$ cat src/rtl/collision_pkg.sv
// Shared types and widths for the collision event scheduler and its frame accumulators.
package collision_pkg;
  localparam int LIVES_W     = 3;
  localparam int FRAME_CNT_W = 8;

  typedef enum logic [1:0] {ALIVE, HIT_FREEZE, INVULN, GAME_OVER} life_state_t;

  typedef struct packed {
    logic player;
    logic rope;
    logic present;
  } col_snapshot_t;
endpackage

$ cat src/rtl/col_frame_accumulator.sv
// Per-input frame accumulator: a sticky flag (or, with COL_PIXEL_THRESH_EN, a saturating
// pixel counter) that is snapshotted and restarted on every startOfFrame.
module col_frame_accumulator
  import collision_pkg::*;
#(
  parameter int PIXEL_THRESH = 4
) (
  input  logic clk,
  input  logic reset,
  input  logic sof,
  input  logic col_in,
  output logic hit
);

  if (PIXEL_THRESH < 1 || PIXEL_THRESH > 255) begin : g_bad_thresh
    $error("PIXEL_THRESH must be in 1..255");
  end

`ifdef COL_PIXEL_THRESH_EN
  logic [FRAME_CNT_W-1:0] cnt_q, cnt_d;

  // The startOfFrame cycle's own pixel already counts toward the new frame.
  always_comb begin
    cnt_d = cnt_q;
    if (sof) begin
      cnt_d = {{(FRAME_CNT_W-1){1'b0}}, col_in};
    end else if (col_in && (cnt_q != '1)) begin
      cnt_d = cnt_q + 1'b1;
    end
  end

  always_ff @(posedge clk) begin
    if (reset) cnt_q <= '0;
    else       cnt_q <= cnt_d;
  end

  assign hit = (int'(cnt_q) >= PIXEL_THRESH);
`else
  logic flag_q, flag_d;

  always_comb begin
    flag_d = flag_q | col_in;
    if (sof) flag_d = col_in;
  end

  always_ff @(posedge clk) begin
    if (reset) flag_q <= 1'b0;
    else       flag_q <= flag_d;
  end

  assign hit = flag_q;
`endif

endmodule

$ cat src/rtl/collision_event_scheduler.sv
// Frame-based collision evaluation, game-event pulses and the player life/freeze/invuln FSM.
// Optional macro COL_PIXEL_THRESH_EN switches the accumulators to pixel-count thresholds.
module collision_event_scheduler
  import collision_pkg::*;
#(
  parameter int INIT_LIVES    = 3,
  parameter int FREEZE_FRAMES = 60,
  parameter int INVULN_FRAMES = 120,
  parameter int PIXEL_THRESH  = 4
) (
  input  logic               clk,
  input  logic               reset,
  input  logic               startOfFrame,
  input  logic               col_player_ball,
  input  logic               col_rope_ball,
  input  logic               col_present,
  output logic               player_hit_pulse,
  output logic               ball_pop_pulse,
  output logic               rope_clear_pulse,
  output logic               present_pulse,
  output logic               freeze_game,
  output logic               invulnerable,
  output logic [LIVES_W-1:0] lives,
  output logic               game_over
);

  if (FREEZE_FRAMES < 1 || FREEZE_FRAMES > 255 || INVULN_FRAMES < 1 || INVULN_FRAMES > 255)
  begin : g_bad_frames
    $error("FREEZE_FRAMES and INVULN_FRAMES must be in 1..255");
  end
  if (INIT_LIVES < 1 || INIT_LIVES > 7) begin : g_bad_lives
    $error("INIT_LIVES must be in 1..7");
  end

  localparam int CNT_MAX_I = (FREEZE_FRAMES > INVULN_FRAMES) ? FREEZE_FRAMES : INVULN_FRAMES;
  localparam logic [FRAME_CNT_W-1:0] CNT_MAX     = FRAME_CNT_W'(CNT_MAX_I);
  localparam logic [FRAME_CNT_W-1:0] FREEZE_LAST = FRAME_CNT_W'(FREEZE_FRAMES - 1);
  localparam logic [FRAME_CNT_W-1:0] INVULN_LAST = FRAME_CNT_W'(INVULN_FRAMES - 1);
  localparam logic [LIVES_W-1:0]     LIVES_INIT  = LIVES_W'(INIT_LIVES);

  logic snap_player, snap_rope, snap_present;
  col_snapshot_t snap;

  col_frame_accumulator #(.PIXEL_THRESH(PIXEL_THRESH)) u_acc_player (
    .clk(clk), .reset(reset), .sof(startOfFrame), .col_in(col_player_ball), .hit(snap_player)
  );
  col_frame_accumulator #(.PIXEL_THRESH(PIXEL_THRESH)) u_acc_rope (
    .clk(clk), .reset(reset), .sof(startOfFrame), .col_in(col_rope_ball), .hit(snap_rope)
  );
  col_frame_accumulator #(.PIXEL_THRESH(PIXEL_THRESH)) u_acc_present (
    .clk(clk), .reset(reset), .sof(startOfFrame), .col_in(col_present), .hit(snap_present)
  );

  assign snap = '{player: snap_player, rope: snap_rope, present: snap_present};

  life_state_t            state_q, state_d;
  logic [FRAME_CNT_W-1:0] frame_cnt_q, frame_cnt_d;
  logic [LIVES_W-1:0]     lives_q, lives_d;
  logic                   player_hit_q, player_hit_d;
  logic                   ball_pop_q, ball_pop_d;
  logic                   present_q, present_d;

  always_comb begin
    state_d      = state_q;
    frame_cnt_d  = frame_cnt_q;
    lives_d      = lives_q;
    player_hit_d = 1'b0;
    ball_pop_d   = 1'b0;
    present_d    = 1'b0;

    // Snapshot evaluation always uses the state held before this edge's transition.
    if (startOfFrame) begin
      unique case (state_q)
        ALIVE: begin
          if (snap.player) begin
            // A hit still pending from the previous cycle must not cost a second life.
            player_hit_d = !player_hit_q;
          end else begin
            ball_pop_d = snap.rope;
            present_d  = snap.present;
          end
        end
        INVULN: begin
          ball_pop_d = snap.rope;
          present_d  = snap.present;
        end
        default: ;
      endcase
    end

    unique case (state_q)
      ALIVE: begin
        if (player_hit_q) begin
          lives_d     = (lives_q != '0) ? lives_q - 1'b1 : '0;
          state_d     = (lives_q <= LIVES_W'(1)) ? GAME_OVER : HIT_FREEZE;
          frame_cnt_d = '0;
        end
      end
      HIT_FREEZE: begin
        if (startOfFrame) begin
          if (frame_cnt_q >= FREEZE_LAST) begin
            state_d     = INVULN;
            frame_cnt_d = '0;
          end else begin
            frame_cnt_d = (frame_cnt_q == CNT_MAX) ? frame_cnt_q : frame_cnt_q + 1'b1;
          end
        end
      end
      INVULN: begin
        if (startOfFrame) begin
          if (frame_cnt_q >= INVULN_LAST) begin
            state_d     = ALIVE;
            frame_cnt_d = '0;
          end else begin
            frame_cnt_d = (frame_cnt_q == CNT_MAX) ? frame_cnt_q : frame_cnt_q + 1'b1;
          end
        end
      end
      default: ;
    endcase
  end

  always_ff @(posedge clk) begin
    if (reset) begin
      state_q      <= ALIVE;
      frame_cnt_q  <= '0;
      lives_q      <= LIVES_INIT;
      player_hit_q <= 1'b0;
      ball_pop_q   <= 1'b0;
      present_q    <= 1'b0;
    end else begin
      state_q      <= state_d;
      frame_cnt_q  <= frame_cnt_d;
      lives_q      <= lives_d;
      player_hit_q <= player_hit_d;
      ball_pop_q   <= ball_pop_d;
      present_q    <= present_d;
    end
  end

  assign player_hit_pulse = player_hit_q;
  assign ball_pop_pulse   = ball_pop_q;
  assign rope_clear_pulse = ball_pop_q;
  assign present_pulse    = present_q;
  assign freeze_game      = (state_q == HIT_FREEZE) || (state_q == GAME_OVER);
  assign invulnerable     = (state_q == INVULN);
  assign game_over        = (state_q == GAME_OVER);
  assign lives            = lives_q;

endmodule

$ cat config.mk
export PLATFORM = sky130hd
export DESIGN_NAME = collision_event_scheduler
export DESIGN_NICKNAME = d
export VERILOG_FILES = /design/src/rtl/collision_pkg.sv /design/src/rtl/col_frame_accumulator.sv /design/src/rtl/collision_event_scheduler.sv
export SDC_FILE = /design/constraint.sdc
export NUM_CORES = 1
export LEC_CHECK = 0
export CAP_MARGIN = 15
export CORE_MARGIN = 10
export CORE_UTILIZATION = 48
export CTS_CLUSTER_DIAMETER = 120
export DETAILED_ROUTE_END_ITERATION = 16
export GPL_TIMING_DRIVEN = 0
export PLACE_DENSITY_LB_ADDON = 0.12
export SLEW_MARGIN = 20
export SYNTH_ARGS = -nofsm -noshare
export SYNTH_HDL_FRONTEND = slang
export SYNTH_HIERARCHICAL = 1
export SYNTH_SLANG_ARGS = --single-unit
export TNS_END_PERCENT = 100
$ cat constraint.sdc
create_clock -name clk -period 1.9 [get_ports clk]
set_input_delay 0.475 -clock clk [delete_from_list [all_inputs] [get_ports clk]]
set_output_delay 0.475 -clock clk [all_outputs]
set_load 0.05 [all_outputs]
Yosys cells after proc, flatten, opt, wreduce, memory -nomap -nowiden. Cells that the tools add are included.

RAM bits: 0. Memories: 0. Latch bits: 0. Flip-flop bits (word level): 19. Logic and storage cells: 61. ROM bits: 0.

Bitwise logic cells: 6. Equal/unequal tests: 9. Magnitude comparators: 3. Shift-type cells: 0. Multiply operators: 0. $add $sub $neg: 2. Divide/modulo/power cells: 0. Muxes and demuxes: 22. Reduce and logical (&&, ||, !) cells: 10.

Operators by type and width (count): two-way mux 8 bit (6); one-hot mux 8 bit (3 select lines) (1); two-way mux 2 bit (6); adder 8 x 1 -> 8 bit, second input constant (1); == test 8 x 7 -> 1 bit, second input constant (1); >= comparator 8 x 6 -> 1 bit, second input constant (1); >= comparator 8 x 7 -> 1 bit, second input constant (1); inequality test 2 bit, second input constant (4); one-hot mux 2 bit (3 select lines) (1); AND reduction 6 bit (1); nonzero test 3 bit (2); two-way mux 1 bit (5); == test 2 bit, second input constant (2); one-hot mux 1 bit (2 select lines) (2); AND reduction 4 bit (1); OR reduction 4 bit (1); less-or-equal comparator 3 x 1 -> 1 bit, second input constant (1); two-way mux 3 bit (1); inverter 1 bit (3); OR 1 bit (3); subtractor 3 x 1 -> 3 bit, second input constant (1); == test 2 x 1 -> 1 bit, second input constant (1); logical NOT 2 bit (1); inequality test 2 x 1 -> 1 bit, second input constant (1); other kinds (4) (4).

Longest topological paths before layout.
Depth in word-level cells: 5. Gate-level depth with buffers: 7. Mapped depth without buffers: 6.

Modules after synthesis. Netlist, hierarchy kept.

By module, submodules not included: collision_event_scheduler (cells an instance 120, seq. area each 320.3 µm², area each 1018.5 µm², instances 1); col_frame_accumulator (cells an instance 4, seq. area each 20.0 µm², area each 38.8 µm², instances 3).

Worst setup path after synthesis. OpenSTA, ideal clock, no wires.

Kind: reg2reg. Start: register state_q[0]. End: register state_q[0]. Data arrival time: 1.755 ns. Library setup time: 0.121 ns. Setup slack: 0.024 ns. Cell stages (with the launch flop): 7. Path through: dfxtp_1 inv_1 ha_1 nor2_1 o21bai_2 nor3_2 mux2_2.

Cells in the longest elaborated chain, start to end: 3. Elaborated cells between the ends (all ways): 11. Classes of those cells: 7 x eq/ne; 1 x mux; 3 x reduce/logical.

Ends and longest elaborated chain: start: declaration (line collision_event_scheduler.sv:56) `life_state_t state_q, state_d;`; start signal: assignment (line collision_event_scheduler.sv:132) `state_q <= state_d;`; == test 2 bit *; net invulnerable (line collision_event_scheduler.sv:22) `output logic invulnerable,`; inequality test 2 x 1 -> 1 bit (no line) (tied with other cells); AND reduction 6 bit (no line).

Mark *: on every way through the listed nets, which the timed path passes. The rest lies on a longest branch. A chain may end at the register's enable or synchronous reset.

Worst setup path in the final report.
Start: register state_q[1]. End: output freeze_game.

Cells in the longest elaborated chain, start to end: 2. Elaborated cells between the ends (all ways): 3. Classes of those cells: 2 x eq/ne; 1 x reduce/logical.

Ends and longest elaborated chain: == test 2 x 1 -> 1 bit or == test 2 bit (tied branches) (line collision_event_scheduler.sv:145) `assign freeze_game = (state_q == HIT_FREEZE) || (state_q == GAME_OVER);`; logical OR 1 bit * (line collision_event_scheduler.sv:145); end: declaration (line collision_event_scheduler.sv:21) `output logic freeze_game,`.

Mark *: on every way between the ends. The rest lies on a longest branch, timed or not.

==> out/qor.yml <==
global_route:
  grt_max_degree: 12
  grt_first_pass_wirelength_mm: 4.38
  grt_pass1_vias: 1006
  gr-total-overflow: 0
  gr-usage-all-layers_pct: 11.7
  antenna_found_initial: 0
timing:
  slew_violations: 0
  timing.final.ws_setup_ps: 60.5
  period_share_pct: 96.8
  rsz0062_at_grt: "yes"
  slew_headroom_pct: 66.6
  setup_viol: 0
  period_needed_ps: 1840
  finalHoldViolations: 0
  finClkSkew_ps: 1.67
  fmax_mhz: 544
  worstMarginPinSlew_ps: 502
synthesis:
  ys.flop_type: "dfxtp_1"
  synthTopCellsByCount: "19 x dfxtp_1, 15 x nand2_1, 13 x inv_1"
  netlist.top_cell.by_area: "dfxtp_1"
  async_reset_ff_share_pct: 0
  syn_area_per_cell_um2: 8.60
  synth_top_cell_area_share_pct: 33.5
  synth.distinct_cells: 36
  yosys_register_bits: 19
  synth_area_leaders: "dfxtp_1 34%, ha_1 8.8%, nand2_1 5.0%, o211ai_1 4.6%, inv_1 4.3%"
  synth-edff-count: 0
  ys_warn_count: 6
  synth_nets: 146
  syn_inst: 132
  syn_area_mm2: 0.00113
  yosysMostFrequentCell: "dfxtp_1"
  synth_seq_area_share_pct: 33.5
power:
  p_leak_nw: 0.535
  peakVddDrop_v: 0.000335
  finalPower_w: 0.000719
  cellPowerDensity_mw_per_mm2: 521
worst_setup_path:
  worst-path-max-fanout: 4
  cp-start-kind: "flip-flop"
  crit_type: "reg2out"
  cp.arrival_ps: 1360
  cp_data_required_time_ps: 1420
  critPathMaxStageDelay_ps: 380
  startpoint: "state_q[1]$_SDFFE_PP0P_"
  endpoint_kind: "primary output"
  regToRegStartpoint: "state_q[1]$_SDFFE_PP0P_"
  worstPathCellList: "inv_2, ha_4, or2_2, buf_6"
  critPathSlowestCell: "dfxtp_4"
final_layout:
  largest_reg_flops: 8
  final_layout_size_suffix_gt1_share_pct: 21.7
  insertedDiodeCount: 0
  final_area_mm2: 0.00138
  fin_util_pct: 61.8
  fin_nets: 167
  area_growth_pct: 21.6
  largest-register: "frame_cnt_q"
status:
  run_status: "finished, final reports clean"
cts:
  cts_sinks: 19
  clk_pin_slew_worst_paths_ps: 110
  htree_num_levels: 1
  cts_tree: "done"
  cts_root_buf: "clkbuf_4"
  hold_buffers: 0
  cts_buffers: 3
  cts_setup_buffers: 0
  cts_max_path_buffers: 2
  clkLatencyLatePin_ps: 300
job:
  drv_cap: 0
die:
  ioPinCount: 16
  initial_core_util_pct: 50.8
  coreArea_mm2: 0.00223
  die_h_um: 68.6
  die_w_um: 68.6
  num_rows: 17
  fp.dieArea_mm2: 0.00471
detailed_routing:
  ant_nets: 0
  drt_first_pass_iters: 4
  drc: 0
  avgRoutedWirePerCell_um: 13.8
  drt_wl_total_mm: 2.48
  viasPerCell: 5.41
  drt_iter0_markers: 64
  via_count: 974
placement:
  dp_slack_ps: -256
  place_congestion: 0.779
  post_dp_cell_area_mm2: 0.00132
  dpl.hpwl_mm: 1.81
  io_buffers: 15
min_path:
  hold_start: "u_acc_present/hit$_SDFF_PP0_"
  hp-class: "reg2reg"
## power by group
group          switching (W)  internal (W)
clock               0.000133     0.0000787
sequential        0.00000646      0.000405
combinational      0.0000543     0.0000406
## layout make-up
class,instances,area (um2)
Fill cell,208,853
Multi-Input combinational cell,94,674
Sequential cell,19,385
Timing Repair Buffer,16,145
Buffer,6,63.8
Inverter,13,48.8
Tap cell,28,35.0
Clock buffer,3,22.5
Clock inverter,1,5.00
## final timing paths
check	cells after the start	slack, ps	endpoint
setup / recovery	4	60	freeze_game
hold / removal	2	440	present_pulse$_SDFF_PP0_
setup reg to reg	7	60	frame_cnt_q[0]$_SDFFE_PP0P_
hold reg to reg	2	440	present_pulse$_SDFF_PP0_
## placed cells by master (no fill, tap or decap), types with 2 or more instances in the layout
master,instances
a21oi_1,5
or2_2,2
buf_4,3
nand2b_1,4
nor3_1,5
nand2_1,15
o211ai_1,7
mux2i_1,2
clkbuf_4,3
inv_1,12
o21ai_0,3
buf_2,2
clkdlybuf4s50_1,5
o221ai_1,2
nand3_1,7
buf_6,2
dlygate4sd2_1,7
a31oi_1,4
a21oi_2,4
dfxtp_1,17
ha_1,6
and3_1,2
nor2b_1,2
nor2_1,9
## repair_timing
action | CTS | global route
pin swaps | 1 | 1
endpoints found under the setup margin | 11 | 9
cloned | 0 | 1
resized for setup | 17 | 16
## cell families (layout without fill, tap and decap cells)
group | Yosys count | count (layout) | share of synthesized area (%)
flops | 19 | 19 | 33.5
fa+ha+maj | 8 | 8 | 8.82
compound gates | 32 | 32 | 21.2
mux | 3 | 3 | 2.76
buf+inv | 19 | 39 | 9.92
simple gates | 51 | 51 | 23.8
## layer usage
| layer | track usage [%] | wire (um) |
|---|---|---|
| met1 | 13.4 | 1090 |
| met2 | 20.6 | 1280 |
| met3 | 2.90 | 75 |
| met4 | 4.27 | 33 |
| met5 | 0 | 0 |
## metrics by stage
stage	std cells	TNS, ps	hold slack, ps
final	180	0	435
after global routing	180	-63.0	456
after CTS	179	-192	441
after detailed placement	175	-436	422
after global placement	175	-405	415
after floorplan	132	0	409
## critical path: cells and delay by family (launching register included)
kind | cells | cell delay, ps
flops | 1 | 380
buf+inv | 2 | 210
fa+ha+maj | 1 | 160
simple gates | 1 | 300
No activity file was read; power rests on OpenSTA's default activity.
